`src/rtl/mem_access_unit_if.sv`:
```
// Request/response and RAM-port bundle for mem_access_unit.
// The unit uses the slave modport; the execute stage plus RAM use master.
interface mem_access_unit_if;
  logic        req_valid;
  logic        req_ready;
  logic        req_we;
  logic [1:0]  req_size;
  logic        req_signed;
  logic [31:0] req_addr;
  logic [31:0] req_wdata;
  logic        rsp_valid;
  logic [31:0] rsp_rdata;
  logic        rsp_err;
  logic [29:0] mem_address;
  logic        mem_wren;
  logic [31:0] mem_data;
  logic [31:0] mem_q;

  modport slave (
    input  req_valid, req_we, req_size, req_signed, req_addr, req_wdata, mem_q,
    output req_ready, rsp_valid, rsp_rdata, rsp_err, mem_address, mem_wren, mem_data
  );

  modport master (
    output req_valid, req_we, req_size, req_signed, req_addr, req_wdata, mem_q,
    input  req_ready, rsp_valid, rsp_rdata, rsp_err, mem_address, mem_wren, mem_data
  );
endinterface

```
`src/rtl/mem_access_unit.sv`:
```
// Byte-addressed load/store front end for a word-addressed synchronous RAM.
// Big-endian lanes; sub-word stores use read-modify-write.
module mem_access_unit #(
  parameter int unsigned MEM_WORDS = 256
) (
  input logic              clk,
  input logic              rst_n,
  mem_access_unit_if.slave bus
);

  typedef enum logic [2:0] {
    S_IDLE,
    S_ISSUE,
    S_WAIT,
    S_WRITE,
    S_ERR,
    S_RESP
  } state_t;

  state_t      r_state;
  state_t      w_next_state;

  logic        r_we;
  logic        r_signed;
  logic [1:0]  r_size;
  logic [1:0]  r_off;
  logic [31:0] r_wdata;

  logic [29:0] r_mem_address;
  logic        r_mem_wren;
  logic [31:0] r_mem_data;
  logic [31:0] r_rsp_rdata;
  logic        r_rsp_err;

  logic        w_accept;
  logic        w_req_err;
  logic        w_req_word_store;
  logic        w_word_store;
  logic [7:0]  w_lane_byte;
  logic [15:0] w_lane_half;
  logic [31:0] w_load_data;
  logic [31:0] w_merged;

  assign w_accept         = bus.req_valid && (r_state == S_IDLE);
  assign w_req_word_store = bus.req_we && (bus.req_size == 2'b10);
  assign w_word_store     = r_we && (r_size == 2'b10);

  always_comb begin
    w_req_err = 1'b0;
    case (bus.req_size)
      2'b00:   w_req_err = 1'b0;
      2'b01:   w_req_err = bus.req_addr[0];
      2'b10:   w_req_err = |bus.req_addr[1:0];
      default: w_req_err = 1'b1;
    endcase
    if ({2'b00, bus.req_addr[31:2]} >= MEM_WORDS) begin
      w_req_err = 1'b1;
    end
  end

  // Offset 0 is the most significant lane.
  always_comb begin
    w_lane_byte = bus.mem_q[31:24];
    case (r_off)
      2'd0: w_lane_byte = bus.mem_q[31:24];
      2'd1: w_lane_byte = bus.mem_q[23:16];
      2'd2: w_lane_byte = bus.mem_q[15:8];
      2'd3: w_lane_byte = bus.mem_q[7:0];
      default: w_lane_byte = bus.mem_q[31:24];
    endcase
    w_lane_half = r_off[1] ? bus.mem_q[15:0] : bus.mem_q[31:16];

    w_load_data = bus.mem_q;
    case (r_size)
      2'b00:   w_load_data = {{24{r_signed & w_lane_byte[7]}}, w_lane_byte};
      2'b01:   w_load_data = {{16{r_signed & w_lane_half[15]}}, w_lane_half};
      default: w_load_data = bus.mem_q;
    endcase
  end

  always_comb begin
    w_merged = bus.mem_q;
    if (r_size == 2'b00) begin
      case (r_off)
        2'd0: w_merged[31:24] = r_wdata[7:0];
        2'd1: w_merged[23:16] = r_wdata[7:0];
        2'd2: w_merged[15:8]  = r_wdata[7:0];
        2'd3: w_merged[7:0]   = r_wdata[7:0];
        default: w_merged = bus.mem_q;
      endcase
    end else if (r_size == 2'b01) begin
      if (r_off[1]) begin
        w_merged[15:0] = r_wdata[15:0];
      end else begin
        w_merged[31:16] = r_wdata[15:0];
      end
    end else begin
      w_merged = r_wdata;
    end
  end

  always_ff @(posedge clk or negedge rst_n) begin
    if (!rst_n) begin
      r_state <= S_IDLE;
    end else begin
      r_state <= w_next_state;
    end
  end

  always_comb begin
    w_next_state = r_state;
    case (r_state)
      S_IDLE: begin
        if (w_accept) begin
          w_next_state = w_req_err ? S_ERR : S_ISSUE;
        end
      end
      S_ISSUE: w_next_state = w_word_store ? S_RESP : S_WAIT;
      S_WAIT:  w_next_state = r_we ? S_WRITE : S_RESP;
      S_WRITE: w_next_state = S_RESP;
      S_ERR:   w_next_state = S_RESP;
      S_RESP:  w_next_state = S_IDLE;
      default: w_next_state = S_IDLE;
    endcase
  end

  // RAM port registers are loaded one state ahead so they are stable for the
  // whole ISSUE/WRITE cycle in which the RAM samples them.
  always_ff @(posedge clk or negedge rst_n) begin
    if (!rst_n) begin
      r_we          <= 1'b0;
      r_signed      <= 1'b0;
      r_size        <= '0;
      r_off         <= '0;
      r_wdata       <= '0;
      r_mem_address <= '0;
      r_mem_wren    <= 1'b0;
      r_mem_data    <= '0;
      r_rsp_rdata   <= '0;
      r_rsp_err     <= 1'b0;
    end else begin
      case (r_state)
        S_IDLE: begin
          if (w_accept) begin
            r_we     <= bus.req_we;
            r_signed <= bus.req_signed;
            r_size   <= bus.req_size;
            r_off    <= bus.req_addr[1:0];
            r_wdata  <= bus.req_wdata;
            if (!w_req_err) begin
              r_mem_address <= bus.req_addr[31:2];
              r_mem_wren    <= w_req_word_store;
              if (w_req_word_store) begin
                r_mem_data <= bus.req_wdata;
              end
            end
          end
        end
        S_ISSUE: begin
          r_mem_wren <= 1'b0;
          if (w_word_store) begin
            r_rsp_rdata <= '0;
            r_rsp_err   <= 1'b0;
          end
        end
        S_WAIT: begin
          if (r_we) begin
            r_mem_data <= w_merged;
            r_mem_wren <= 1'b1;
          end else begin
            r_rsp_rdata <= w_load_data;
            r_rsp_err   <= 1'b0;
          end
        end
        S_WRITE: begin
          r_mem_wren  <= 1'b0;
          r_rsp_rdata <= '0;
          r_rsp_err   <= 1'b0;
        end
        S_ERR: begin
          r_rsp_rdata <= '0;
          r_rsp_err   <= 1'b1;
        end
        default: begin
          r_mem_wren <= 1'b0;
        end
      endcase
    end
  end

  assign bus.req_ready   = (r_state == S_IDLE);
  assign bus.rsp_valid   = (r_state == S_RESP);
  assign bus.rsp_rdata   = r_rsp_rdata;
  assign bus.rsp_err     = r_rsp_err;
  assign bus.mem_address = r_mem_address;
  assign bus.mem_wren    = r_mem_wren;
  assign bus.mem_data    = r_mem_data;

endmodule

```
`src/flat_wrapper.sv`:
```
// flat-port wrapper written by rule: the top's interface ports become plain ports
module mem_access_unit_flat 
#(
  parameter int unsigned MEM_WORDS = 256
)
  (clk, rst_n, bus_req_valid, bus_req_we, bus_req_size, bus_req_signed, bus_req_addr, bus_req_wdata, bus_mem_q, bus_req_ready, bus_rsp_valid, bus_rsp_rdata, bus_rsp_err, bus_mem_address, bus_mem_wren, bus_mem_data);
  mem_access_unit_if bus_i ();
  input logic clk;
  input logic rst_n;
  input wire logic [$bits(bus_i.req_valid)-1:0] bus_req_valid;
  input wire logic [$bits(bus_i.req_we)-1:0] bus_req_we;
  input wire logic [$bits(bus_i.req_size)-1:0] bus_req_size;
  input wire logic [$bits(bus_i.req_signed)-1:0] bus_req_signed;
  input wire logic [$bits(bus_i.req_addr)-1:0] bus_req_addr;
  input wire logic [$bits(bus_i.req_wdata)-1:0] bus_req_wdata;
  input wire logic [$bits(bus_i.mem_q)-1:0] bus_mem_q;
  output wire logic [$bits(bus_i.req_ready)-1:0] bus_req_ready;
  output wire logic [$bits(bus_i.rsp_valid)-1:0] bus_rsp_valid;
  output wire logic [$bits(bus_i.rsp_rdata)-1:0] bus_rsp_rdata;
  output wire logic [$bits(bus_i.rsp_err)-1:0] bus_rsp_err;
  output wire logic [$bits(bus_i.mem_address)-1:0] bus_mem_address;
  output wire logic [$bits(bus_i.mem_wren)-1:0] bus_mem_wren;
  output wire logic [$bits(bus_i.mem_data)-1:0] bus_mem_data;
  assign bus_i.req_valid = bus_req_valid;
  assign bus_i.req_we = bus_req_we;
  assign bus_i.req_size = bus_req_size;
  assign bus_i.req_signed = bus_req_signed;
  assign bus_i.req_addr = bus_req_addr;
  assign bus_i.req_wdata = bus_req_wdata;
  assign bus_i.mem_q = bus_mem_q;
  assign bus_req_ready = bus_i.req_ready;
  assign bus_rsp_valid = bus_i.rsp_valid;
  assign bus_rsp_rdata = bus_i.rsp_rdata;
  assign bus_rsp_err = bus_i.rsp_err;
  assign bus_mem_address = bus_i.mem_address;
  assign bus_mem_wren = bus_i.mem_wren;
  assign bus_mem_data = bus_i.mem_data;
  mem_access_unit #(.MEM_WORDS(MEM_WORDS)) u_core (.clk(clk), .rst_n(rst_n), .bus(bus_i));
endmodule
```
`config.mk`:
```
export PLATFORM = sky130hd
export DESIGN_NAME = mem_access_unit_flat
export DESIGN_NICKNAME = d
export VERILOG_FILES = /design/src/rtl/mem_access_unit_if.sv /design/src/rtl/mem_access_unit.sv /design/src/flat_wrapper.sv
export SDC_FILE = /design/constraint.sdc
export NUM_CORES = 1
export LEC_CHECK = 0
export CAP_MARGIN = 20
export CORE_MARGIN = 2
export CORE_UTILIZATION = 48
export DETAILED_ROUTE_END_ITERATION = 8
export MAX_ROUTING_LAYER = met4
export PLACE_DENSITY = 0.81
export SKIP_CTS_REPAIR_TIMING = 1
export SYNTH_ARGS = -nofsm -noshare
export SYNTH_HDL_FRONTEND = slang
export SYNTH_SLANG_ARGS = --single-unit
```
`constraint.sdc`:
```
create_clock -name clk -period 2.7 [get_ports clk]
set_clock_uncertainty 0.1 [all_clocks]
set_input_delay 0.675 -clock clk [delete_from_list [all_inputs] [get_ports clk]]
set_output_delay 0.675 -clock clk [all_outputs]
set_load 0.02 [all_outputs]
```
[Yosys cells after proc, flatten, opt, wreduce, memory -nomap -nowiden]
Index checks and enable logic that the tools add are counted.
Storage, ports and cells
  bits in latches: 0
  output and inout port bits: 98
  flip-flop bits (word level): 137
  bits in writable memories: 0
  bits in read-only memories: 0
  memories kept: 0
  logic and storage cells: 85
  input port bits: 103
Cells by class
  bitwise operators: 4
  muxes and demuxes: 33
  shift-type cells: 0
  multiply operators: 0
  equal/unequal tests: 18
  reductions and logical operators: 18
  $add $sub $neg: 0
  divide/modulo/power cells: 0
  magnitude comparators: 1
Operators by type and width (number)
  two-way mux 32 bit: 8
  one-hot mux 32 bit (2 select lines): 2
  one-hot mux 32 bit (3 select lines): 1
  two-way mux 16 bit: 3
  two-way mux 8 bit: 4
  one-hot mux 8 bit (4 select lines): 1
  greater-or-equal comparator 30 x 9 -> 1 bit (second input constant): 1
  two-way mux 3 bit: 4
  one-hot mux 3 bit (4 select lines): 1
  AND reduction 3 bit: 3
  equality test 2 bit (second input constant): 4
  inequality test 2 x 1 -> 1 bit (second input constant): 4
  equality test 2 x 1 -> 1 bit (second input constant): 3
  equality test 3 x 2 -> 1 bit (second input constant): 2
  equality test 3 bit (second input constant): 2
  zero test 2 bit: 3
  two-way mux 1 bit: 6
  one-hot mux 1 bit (3 select lines): 2
  AND reduction 5 bit: 1
  inequality test 2 bit (second input constant): 2
  one-hot mux 1 bit (4 select lines): 1
  AND reduction 4 bit: 1
  nonzero test 4 bit: 1
  OR reduction 2 bit: 2
  8 further kinds: 12

[Depth between registers and ports, before layout]
  depth in word-level cells: 6
  gate-level depth with buffers: 8
  gate-level depth less buffers: 5

[Least setup slack after synthesis]
OpenSTA, ideal clock, no wires.
  path type: reg2reg
  from: reg u_core.r_state[2]
  to: reg u_core.r_mem_data[10], in the netlist u_core.bus.mem_data[10]
  required time: 2.475 ns
  library setup time: 0.125 ns
  path slack: 0.262 ns
  arrival time: 2.213 ns
  stages on the path, launching flop included: 7
  clock period less this slack: 2.438 ns
  buffers on the path: 2
  cell sequence: dfrtp_1 buf_2 nor3_1 o21ai_0 nand3_1 buf_2 mux2_2
On the way
  cells in the longest elaborated chain, start to end: 4
  elaborated cells between the ends (all ways): 10
  those cells by class: 5 x eq/ne; 1 x mux; 4 x reduce/logical
Ends and longest elaborated chain
  start, declared: line mem_access_unit.sv:20  | state_t r_state;
  start signal, assigned: line mem_access_unit.sv:106  | r_state <= w_next_state;
  zero test 3 bit *
  via bus_req_ready: line flat_wrapper.sv:17  | output wire logic [$bits(bus_i.req_ready)-1:0] bus_req_ready;
  logical AND 1 bit: line mem_access_unit.sv:44  | assign w_accept = bus.req_valid && (r_state == S_IDLE);
  inequality test 2 x 1 -> 1 bit (no source line)
  AND reduction 5 bit (no source line)
  end signal, assigned: line mem_access_unit.sv:154  | r_mem_data <= bus.req_wdata;
  end signal, assigned: line mem_access_unit.sv:168  | r_mem_data <= w_merged;
  end, declared: line mem_access_unit.sv:31  | logic [31:0] r_mem_data;
Mark *: on every way through the listed nets, which the timed path passes. The rest lies on a longest branch.
A chain may end at the register's enable or synchronous reset.

[Worst setup path in the final report]
  from: reg u_core.r_state[1]
  to: out bus_rsp_valid
On the way
  cells in the longest elaborated chain, start to end: 1
Ends and longest elaborated chain
  equality test 3 bit: line mem_access_unit.sv:192  | assign bus.rsp_valid = (r_state == S_RESP);
  end, declared: line flat_wrapper.sv:18  | output wire logic [$bits(bus_i.rsp_valid)-1:0] bus_rsp_valid;
No other way between the ends.

==> metrics.yaml <==
fin_cells: 1005
period_needed_ps: 2610
drive_gt1_share_pct: 23.8
wire_per_inst_um: 20.9
max_freq_mhz: 384
ys.flop_type: "dfrtp_1"
via_per_inst: 5.90
cp.arrival_ps: 1830
rows: 43
p_leak_uw: 0.00422
grt_pass1_vias: 5914
grt_max_degree: 80
n_fill_cell: 985
ys_seq_elements: 137
clk_pin_slew_ps: 60
rsz0062_at_grt: "no"
start_util_pct: 49.0
first_iter_violations: 544
worstSetupPathType: "reg -> out"
worst_slew_pin_slew_ps: 825
antenna_found_initial: 0
cts_tree: "built"
pin_count: 201
ys_warn_count: 0
critPathLaunchType: "flip-flop"
p_total_uw: 10600
cp-startpoint: "u_core.r_state[1]$_DFFE_PN0N_"
layout_common_cells: "clkdlybuf4s50_1, dfrtp_1, mux2_2"
syn_avg_cell_area_um2: 11.3
grt_usage_pct: 29.7
grt_overflow_total: 0
hold_path.class: "in -> async"
areaGrowthSynthToFinish_pct: 44.5
fin_ws_ps: 92.5
final-setup-viol-count: 0
reg2reg_from: "u_core.r_size[0]$_DFFE_PN0P_"
finish.instance_area_um2: 9800
synth_cell_type_count: 44
drv_slew: 0
dpl.cell_count: 972
place_area_um2: 9140
dieArea_um2: 15100
antenna_left: 0
htree_levels: 4
drt_pass1_iterations: 9
synth_edf_count: 0
final-hold-violation-count: 0
synthArstFlopShare_pct: 100
design.core.area_um2: 13800
diodes: 0
violations: "design-rule violations"
synth-seq-area-share_pct: 50.6
max-slew-margin-rel_pct: 44.8
clock_path_buffers: 2
port-buffer-count: 200
syn-num-nets: 703
ir_drop_uv: 636
numCtsBuffers: 17
maxCapViolCount: 0
clockRootBuffer: "clkbuf_16"
nNetsFinal: 915
seqCellArea_um2: 3430
grt_pass1_wl_um: 32300
critical_path.max_fanout: 9
final.period_utilization_pct: 96.6
p_per_area_nw_per_um2: 1080
drc: 15
die_y_um: 123
synthCells: 600
status: "finished with violations"
vias: 5928
cts.sinks: 137
multiInputGateArea_um2: 3130
end_kind: "output port"
syn_area_um2: 6780
routabilityCongestion: 0.913
place_ws_ps: -225
die_x_um: 123
dp_hpwl_um: 15400
cp.required_ps: 1920
routed_wl_um: 21000
clock_latency_ps: 420
final_common_cell: "clkdlybuf4s50_1"
final timing paths:
path / slack (ps) / endpoint / cells past startpoint
min in group clk: 380 / u_core.bus.rsp_err$_DFFE_PN0P_ / 2
max: 90 / bus_rsp_valid / 3
max in group asynchronous: 1960 / u_core.r_wdata[17]$_DFFE_PN0P_ / 2
min reg2reg: 380 / u_core.bus.rsp_err$_DFFE_PN0P_ / 2
max reg2reg: 290 / u_core.bus.rsp_rdata[20]$_DFFE_PN0P_ / 6
min: 140 / u_core.bus.mem_address[23]$_DFFE_PN0P_ / 2
synth_stat cells (all sizes together) (13+ instances only):
library cell,count,area share [%]
nor2,51,2.8
o21ai,25,1.8
buf,21,1.8
mux2,115,19
a21oi,33,2.5
a221o,16,2.4
nor2b,26,2.4
dfrtp,137,51
clkbuf,25,1.4
a222oi,13,1.9
nand2,34,1.9
mux2i,15,2.2
stage by stage:
stage | utilization (%) | hold slack (ps) | TNS, ps
2_1_floorplan | - | 279 | 0
3_3_place_gp | 66.1 | 358 | -3770
3_5_place_dp | 66.1 | 369 | -5950
4_1_cts | 70.7 | 160 | 0
5_1_grt | 70.9 | 169 | 0
6_report | 70.9 | 138 | 0
sequential cells by signal, summed over array words and instances, names as in the netlist:
signal                  count
u_core.r_size               2
u_core.r_state              3
u_core.r_we                 1
u_core.bus.rsp_err          1
u_core.r_signed             1
u_core.r_off                2
u_core.bus.rsp_rdata       32
u_core.bus.mem_wren         1
u_core.bus.mem_address     30
u_core.bus.mem_data        32
u_core.r_wdata             32
routing by layer:
metal / track usage (%) / vias to the layer above / part of all wire [%]
met5: - / - / 0
met4: 13.6 / 0 / 3.5
met3: 4.60 / 59 / 6.9
met2: 45.4 / 288 / 49
met1: 39.1 / 2931 / 41
li1: - / 2650 / -
power breakdown:
group	switching (uW)	leakage, uW	internal [uW]	total, uW
clock network	958	0.000310	1560	2520
logic	2420	0.00214	2390	4810
registers	575	0.00178	2710	3290
worst max-delay path, stage by stage, from the launching register on:
cell             delay, ps
dfrtp_1                480
nor2b_2                180
and2_1                 150
clkdlybuf4s50_1        600
kinds of logic after synthesis:
group                  after synthesis  synth area share (%)
AOI/OAI and AO/OA                  133                  13.9
buffers and inverters               50                  3.43
DFF                                137                  50.6
muxes                              131                  21.6
and+or+nand+nor                    149                  10.5
final cells by class:
cell class	instances	area share (%)
clock inverters	15	2.16
clock buffers	17	4.34
multi-input cells	413	31.9
repair buffers	239	24.1
inverters	4	0.153
flip-flops and latches	137	35.0
well taps	180	2.30
Power figures use the tool's default switching activity.
